<file path="src/rtl/mode_sequencer.sv">
// rtl/mode_sequencer.sv - sequences vector-processor reset and one-hot mode lines per accepted request
module mode_sequencer #(
  parameter int RST_CYCLES = 2,
  parameter int TIMEOUT    = 1000
) (
  input  logic       clk,
  input  logic       reset,
  input  logic       req_valid,
  input  logic [2:0] req_mode,
  output logic       req_ready,
  input  logic       proc_done,
  output logic       proc_reset,
  output logic       mode_xor,
  output logic       mode_rshift,
  output logic       mode_lshift,
  output logic       mode_ecae,
  output logic       mode_dcae,
  output logic       mode_mul,
  output logic       busy,
  output logic       done,
  output logic       timed_out,
  output logic       err
);

  localparam int CNT_MAX = (RST_CYCLES > TIMEOUT) ? RST_CYCLES : TIMEOUT;
  localparam int CW      = $clog2(CNT_MAX + 1);
  localparam logic [CW-1:0] RST_LAST = CW'(RST_CYCLES - 1);
  localparam logic [CW-1:0] RUN_LAST = CW'((TIMEOUT == 0) ? 0 : TIMEOUT - 1);
  localparam logic [CW-1:0] CNT_SAT  = '1;

  typedef enum logic [1:0] {S_IDLE, S_PRST, S_RUN, S_FINISH} state_t;

  state_t        state_q, state_d;
  logic [CW-1:0] cnt_q, cnt_d;
  logic [2:0]    code_q, code_d;
  logic [5:0]    modes_q, modes_d;
  logic          ready_q, ready_d;
  logic          prst_q, prst_d;
  logic          busy_q, busy_d;
  logic          done_q, done_d;
  logic          to_q, to_d;
  logic          err_q, err_d;

  always_ff @(posedge clk) begin
    if (reset) begin
      state_q <= S_IDLE;
      cnt_q   <= '0;
      code_q  <= '0;
      modes_q <= '0;
      ready_q <= 1'b0;
      prst_q  <= 1'b1;
      busy_q  <= 1'b0;
      done_q  <= 1'b0;
      to_q    <= 1'b0;
      err_q   <= 1'b0;
    end else begin
      state_q <= state_d;
      cnt_q   <= cnt_d;
      code_q  <= code_d;
      modes_q <= modes_d;
      ready_q <= ready_d;
      prst_q  <= prst_d;
      busy_q  <= busy_d;
      done_q  <= done_d;
      to_q    <= to_d;
      err_q   <= err_d;
    end
  end

  always_comb begin
    state_d = state_q;
    cnt_d   = cnt_q;
    code_d  = code_q;
    done_d  = 1'b0;
    to_d    = 1'b0;
    err_d   = 1'b0;
    case (state_q)
      S_IDLE: begin
        if (req_valid && ready_q) begin
          if (req_mode <= 3'd5) begin
            code_d  = req_mode;
            cnt_d   = '0;
            state_d = S_PRST;
          end else begin
            err_d = 1'b1;
          end
        end
      end
      S_PRST: begin
        if (cnt_q == RST_LAST) begin
          cnt_d   = '0;
          state_d = S_RUN;
        end else begin
          cnt_d = cnt_q + 1'b1;
        end
      end
      S_RUN: begin
        // Completion takes priority over a coincident timeout.
        if (proc_done) begin
          state_d = S_FINISH;
          done_d  = 1'b1;
        end else if (TIMEOUT != 0 && cnt_q == RUN_LAST) begin
          state_d = S_FINISH;
          done_d  = 1'b1;
          to_d    = 1'b1;
        end else if (cnt_q != CNT_SAT) begin
          cnt_d = cnt_q + 1'b1;
        end
      end
      S_FINISH: begin
        cnt_d   = '0;
        state_d = S_IDLE;
      end
      default: state_d = S_IDLE;
    endcase

    // Level outputs are registered copies of what the next state implies.
    ready_d = (state_d == S_IDLE);
    busy_d  = (state_d != S_IDLE);
    prst_d  = (state_d != S_RUN);
    modes_d = (state_d == S_RUN) ? (6'b000001 << code_d) : 6'b000000;
  end

  assign req_ready   = ready_q;
  assign proc_reset  = prst_q;
  assign busy        = busy_q;
  assign done        = done_q;
  assign timed_out   = to_q;
  assign err         = err_q;
  assign mode_xor    = modes_q[0];
  assign mode_rshift = modes_q[1];
  assign mode_lshift = modes_q[2];
  assign mode_ecae   = modes_q[3];
  assign mode_dcae   = modes_q[4];
  assign mode_mul    = modes_q[5];

endmodule

</file>
<file path="config.mk">
export PLATFORM = sky130hd
export DESIGN_NAME = mode_sequencer
export DESIGN_NICKNAME = d
export VERILOG_FILES = /design/src/rtl/mode_sequencer.sv
export SDC_FILE = /design/constraint.sdc
export NUM_CORES = 1
export LEC_CHECK = 0
export BUFFER_PORTS_ARGS = -buffer_cell sky130_fd_sc_hd__buf_2
export CORE_ASPECT_RATIO = 0.8
export CORE_UTILIZATION = 42
export DETAILED_ROUTE_END_ITERATION = 8
export PLACE_DENSITY_LB_ADDON = 0.15
export SYNTH_ARGS = -nofsm -noshare
export SYNTH_HDL_FRONTEND = slang
export SYNTH_SLANG_ARGS = --single-unit
</file>
<file path="constraint.sdc">
create_clock -name clk -period 2.2 [get_ports clk]
set_input_delay 0.22 -clock clk [delete_from_list [all_inputs] [get_ports clk]]
set_output_delay 0.22 -clock clk [all_outputs]
set_load 0.01 [all_outputs]
</file>
# After elaboration in Yosys (flattened, before gate mapping)
# Cells that the tools add are included.
dict set report totals {
  regBits 27
  in_bits 7
  out_inout_bits 12
  word_cells 58
}
dict set report op_classes {
  add_sub_neg 1
  n_lt_le_gt_ge 1
  eq_ne 13
  shift 1
  muxes 19
  bitwise 4
  reduce_logical 9
}
# cell n
set op_table {}
lappend op_table {{$mux W10} 6}
lappend op_table {{$pmux W10 S4} 1}
lappend op_table {{$ne A2 B2 Y1 const B} 6}
lappend op_table {{$add A10 B1 Y10 const B} 1}
lappend op_table {{$eq A10 B1 Y1 const B} 1}
lappend op_table {{$eq A10 B10 Y1 const B} 1}
lappend op_table {{$mux W2} 5}
lappend op_table {{$ne A10 B10 Y1 const B} 1}
lappend op_table {{$mux W3} 3}
lappend op_table {{$pmux W2 S4} 1}
lappend op_table {{$eq A2 B2 Y1 const B} 3}
lappend op_table {{$reduce_or A3 Y1} 2}
lappend op_table {{$shl A1 B3 Y6 const A} 1}
lappend op_table {{$reduce_and A5 Y1} 1}
lappend op_table {{$logic_not A2 Y1} 2}
lappend op_table {{$not A1 Y1} 4}
lappend op_table {{$reduce_or A2 Y1} 2}
lappend op_table {{$le A3 B3 Y1 const B} 1}
lappend op_table {{$mux W1} 3}
lappend op_table {{$eq A2 B1 Y1 const B} 1}
lappend op_table {{$reduce_bool A2 Y1} 1}
lappend op_table {{$logic_and A1 B1 Y1} 1}

# Depth between registers and ports, before layout
dict set report depth {
  ltp_word 7
  depth_mapped 7
  ltp_nobuf 7
}

# Least setup slack after synthesis
# Ideal clock, no wire load.
dict set report synth_path {
  path_kind {reg2reg}
  from {register state_q[0]}
  to {register cnt_q[9]}
  setup_ns 0.075
  arrival_ns 1.799
  required_time_ns 2.125
  path_slack_ns 0.327
  stages_incl_launch_ff 8
  path_buffers 0
  synth_period_minus_slack_ns 1.873
  cell_sequence {dfxtp_1 -> inv_1 -> ha_1 -> and2_1 -> nor3_2 -> nand4_1 -> or4b_1 -> a31oi_1}
}
dict set report synth_between {
  elab_chain_cells 3
  elab_cells_between_ends 11
}
# element line_no
set synth_lines {}
lappend synth_lines {{start: declaration} 33} ;# state_t state_q, state_d;
lappend synth_lines {{start signal: assignment} 57} ;# state_q <= state_d;
lappend synth_lines {{$eq A2 B2 Y1 / $logic_not A2 Y1 (equally long branches)} 77} ;# case (state_q)
lappend synth_lines {{$ne A2 B2 Y1 (no line)} --}
lappend synth_lines {{$reduce_and A5 Y1 (no line)} --}
lappend synth_lines {{end signal: assignment} 58} ;# cnt_q <= cnt_d;
lappend synth_lines {{end: declaration} 34} ;# logic [CW-1:0] cnt_q, cnt_d;
# Several ways; a longest one is shown, not always the timed one.
# A chain may end at the register's enable or synchronous reset.

# Final worst setup path
# Same ends and word-level chain as after synthesis.

==> results.py <==
metrics = {
    "global_route": {
        "busiest_layer": "met1",
        "grt_remaining_overflow": 0,
        "grt_pass1_wl_um": 4670,
        "grt_max_degree": 25,
        "grt_usage_pct": 18.1,
        "met2_usage_pct": 23.6,
        "met1_usage_pct": 28.3,
        "use_met3_pct": 5.17,
        "grt_pass1_vias": 964,
        "antenna_found_initial": 0,
    },
    "clock_network": {
        "postCtsSetupBuffers": 0,
        "root_buffer": "clkbuf_8",
        "clkLatencyLatePin_ps": 280,
        "max-clock-path-buffers": 2,
        "numCtsBuffers": 3,
        "clock_sinks": 27,
        "holdBufCountCts": 0,
        "cts_max_level": 1,
        "cts_tree": "built",
        "clk_pin_slew_worst_paths_ps": 100,
    },
    "placement": {
        "hpwl_um": 2140,
        "gp_congestion": 0.817,
        "portBuffers": 18,
        "place_area_um2": 1520,
    },
    "flow_run": {
        "cap_viol_max_count": 0,
    },
    "critical_path": {
        "crit_family": "simple AND/OR/NAND/NOR gates",
        "start_kind": "register",
        "critPathRequiredTime_ps": 2410,
        "crit_path_cell_trace": "inv_1, ha_2, and2_1, nor3_2, nand4_1, or4b_1, a31oi_1",
        "path_buf_inv": 1,
        "crit_slowest_cell": "or4b_1",
        "crit_path_max_fanout": 7,
        "path_class": "register to register",
        "slowest_delay_ps": 510,
        "reg2regPathDepth": 7,
        "cp.depth": 7,
        "end_kind": "register",
        "crit_arrival_ps": 2220,
    },
    "synthesis": {
        "yosysUniqueCellTypes": 47,
        "synth_top_area_share_pct": 39.4,
        "yosys_warnings": 0,
        "synth_common_cells": "dfxtp_1, nor2_1, nor3_1",
        "synth_edf_count": 0,
        "yosys-top-cells-area": "dfxtp_1, ha_1, nor3_1, nand3_1, nor2_1",
        "ys_seq_area_share_pct": 39.4,
        "synth_compound_area_share_pct": 15.2,
        "yosysMostFrequentCell": "dfxtp_1",
        "synthMuxAreaShare_pct": 0,
        "synth-adder-area-share_pct": 6.38,
        "avgSynthCellArea_um2": 8.91,
        "synthArstFlopShare_pct": 0,
        "synth-simple-area-share_pct": 33.3,
        "syn_area_um2": 1370,
        "syn_inst": 154,
        "ys_seq_elements": 27,
        "synth-xor-area-share_pct": 3.19,
        "synth_top_family_by_area": "simple AND/OR/NAND/NOR gates",
        "synth_ff_type": "dfxtp_1",
        "syn-num-nets": 168,
        "yosysTopAreaCell": "dfxtp_1",
    },
    "timing": {
        "fin_tns_setup_ps": 0,
        "setup_viol": 0,
        "period_needed_ps": 2010,
        "relSlewSlack_pct": 64.5,
        "maxSlewViolCount": 0,
        "final_hold_viol_count": 0,
        "timing.fmax_ghz": 0.497,
        "worst_clock_skew_ps": 7.29,
        "hold_slack_ps": 137,
        "rsz0062_at_grt": "false",
        "fin_crit_sh_pct": 91.4,
        "tightest_slew_ps": 530,
    },
    "worst_hold_path": {
        "hold_depth": 2,
        "min-delay-path-class": "input pin to register",
    },
    "route": {
        "viasPerCell": 5.57,
        "vias": 1197,
        "dr.pass1.iters": 4,
        "final_antenna_net_count": 0,
        "wl_per_cell_um": 13.9,
        "drt_iter0_markers": 60,
        "wirelength_um": 3000,
        "drc": 0,
    },
    "final_layout": {
        "nFillCells": 294,
        "seq_area_um2": 541,
        "drive_above_1_share_pct": 21.7,
        "design_area_um2": 1570,
        "n_antenna_cell": 0,
        "fin_nets": 190,
        "multiInputGateArea_um2": 806,
        "area_delta_synth_final_pct": 14.6,
    },
    "floorplan": {
        "num_rows": 18,
        "dieArea_um2": 3500,
        "io-pin-count": 19,
        "start_util_pct": 44.2,
        "die_h_um": 53.1,
        "die_w_um": 65.9,
        "coreArea_um2": 3110,
    },
    "pwr": {
        "total_leakage_power_nw": 0.551,
        "p_per_area_nw_per_um2": 695,
        "peakVddDrop_uv": 424,
    },
    "status": {
        "status": "finished clean",
    },
}
[layer usage]
metal	routed length (um)	vias to the layer above	share of wire (%)
met3	122	2	4.1
li1	-	610	-
met2	1200	22	40
met4	7	0	0.23
met5	0	-	0
met1	1670	563	56
[repair_timing]
item | 4_1_cts | 5_1_grt
setup endpoints to repair | 0 | 2
gates resized for setup | 0 | 2
hold endpoints to repair | 0 | 0
[final timing paths]
check                                 from   endpoint  slack (ps)
worst max-delay path            state_q[0]   cnt_q[9]         190
worst min-delay path             proc_done  timed_out         140
worst max register to register  state_q[0]   cnt_q[9]         190
worst min register to register    cnt_q[1]   cnt_q[1]         510
[cell usage in the layout, fill, tap and decap left out, types with 3 or more instances in the layout]
cell type,netlist,routed
xnor2_1,3,3
nor2b_1,3,3
nand4_1,4,4
nor2_1,12,12
nor3_1,12,12
o21ai_0,4,4
buf_2,1,18
inv_1,6,6
nand3_1,9,9
or3_1,3,3
a21oi_1,8,8
nand2_1,10,10
dfxtp_1,27,27
or2_2,3,3
nor3b_1,3,3
ha_1,7,6
clkbuf_8,0,3
[logic make-up (layout without fill, tap and decap cells)]
logic type	after synthesis	count (layout)
AND/OR/NAND/NOR	78	78
AO/OA/AOI/OAI	28	28
flip-flops	27	27
buffers and inverters	9	30
adder cells (fa/ha/maj)	7	7
XOR/XNOR	5	5
[area by class of cell]
cell class                      instances  area share [%]
Sequential cell                        27            34.4
Tap cell                               40            3.18
Timing Repair Buffer                   20            6.68
Clock buffer                            3            2.63
Inverter                                6            1.43
Multi-Input combinational cell        118            51.2
Clock inverter                          1           0.477
[state kept, by name (all words and copies together), names as in the netlist]
name,cells
cnt_q,10
modes_q,6
code_q,3
state_q,2
busy,1
done,1
err,1
proc_reset,1
req_ready,1
timed_out,1
[power breakdown]
group | total [mW] | internal (mW) | leakage [nW] | switching [mW]
logic | 0.265 | 0.0887 | 0.310 | 0.177
registers | 0.535 | 0.517 | 0.218 | 0.0184
clock network | 0.292 | 0.129 | 0.0217 | 0.164
[stage by stage]
stage          utilization, %  std cells  worst slack [ps]  total power, mW
3_3_place_gp             48.8        211               226            0.800
2_1_floorplan               -        154               327            0.727
3_5_place_dp             48.8        211               145            0.799
4_1_cts                  50.3        215               126             1.09
5_1_grt                  50.6        215              35.9             1.15
6_report                 50.6        215               189             1.09
Power figures use the tool's default switching activity.
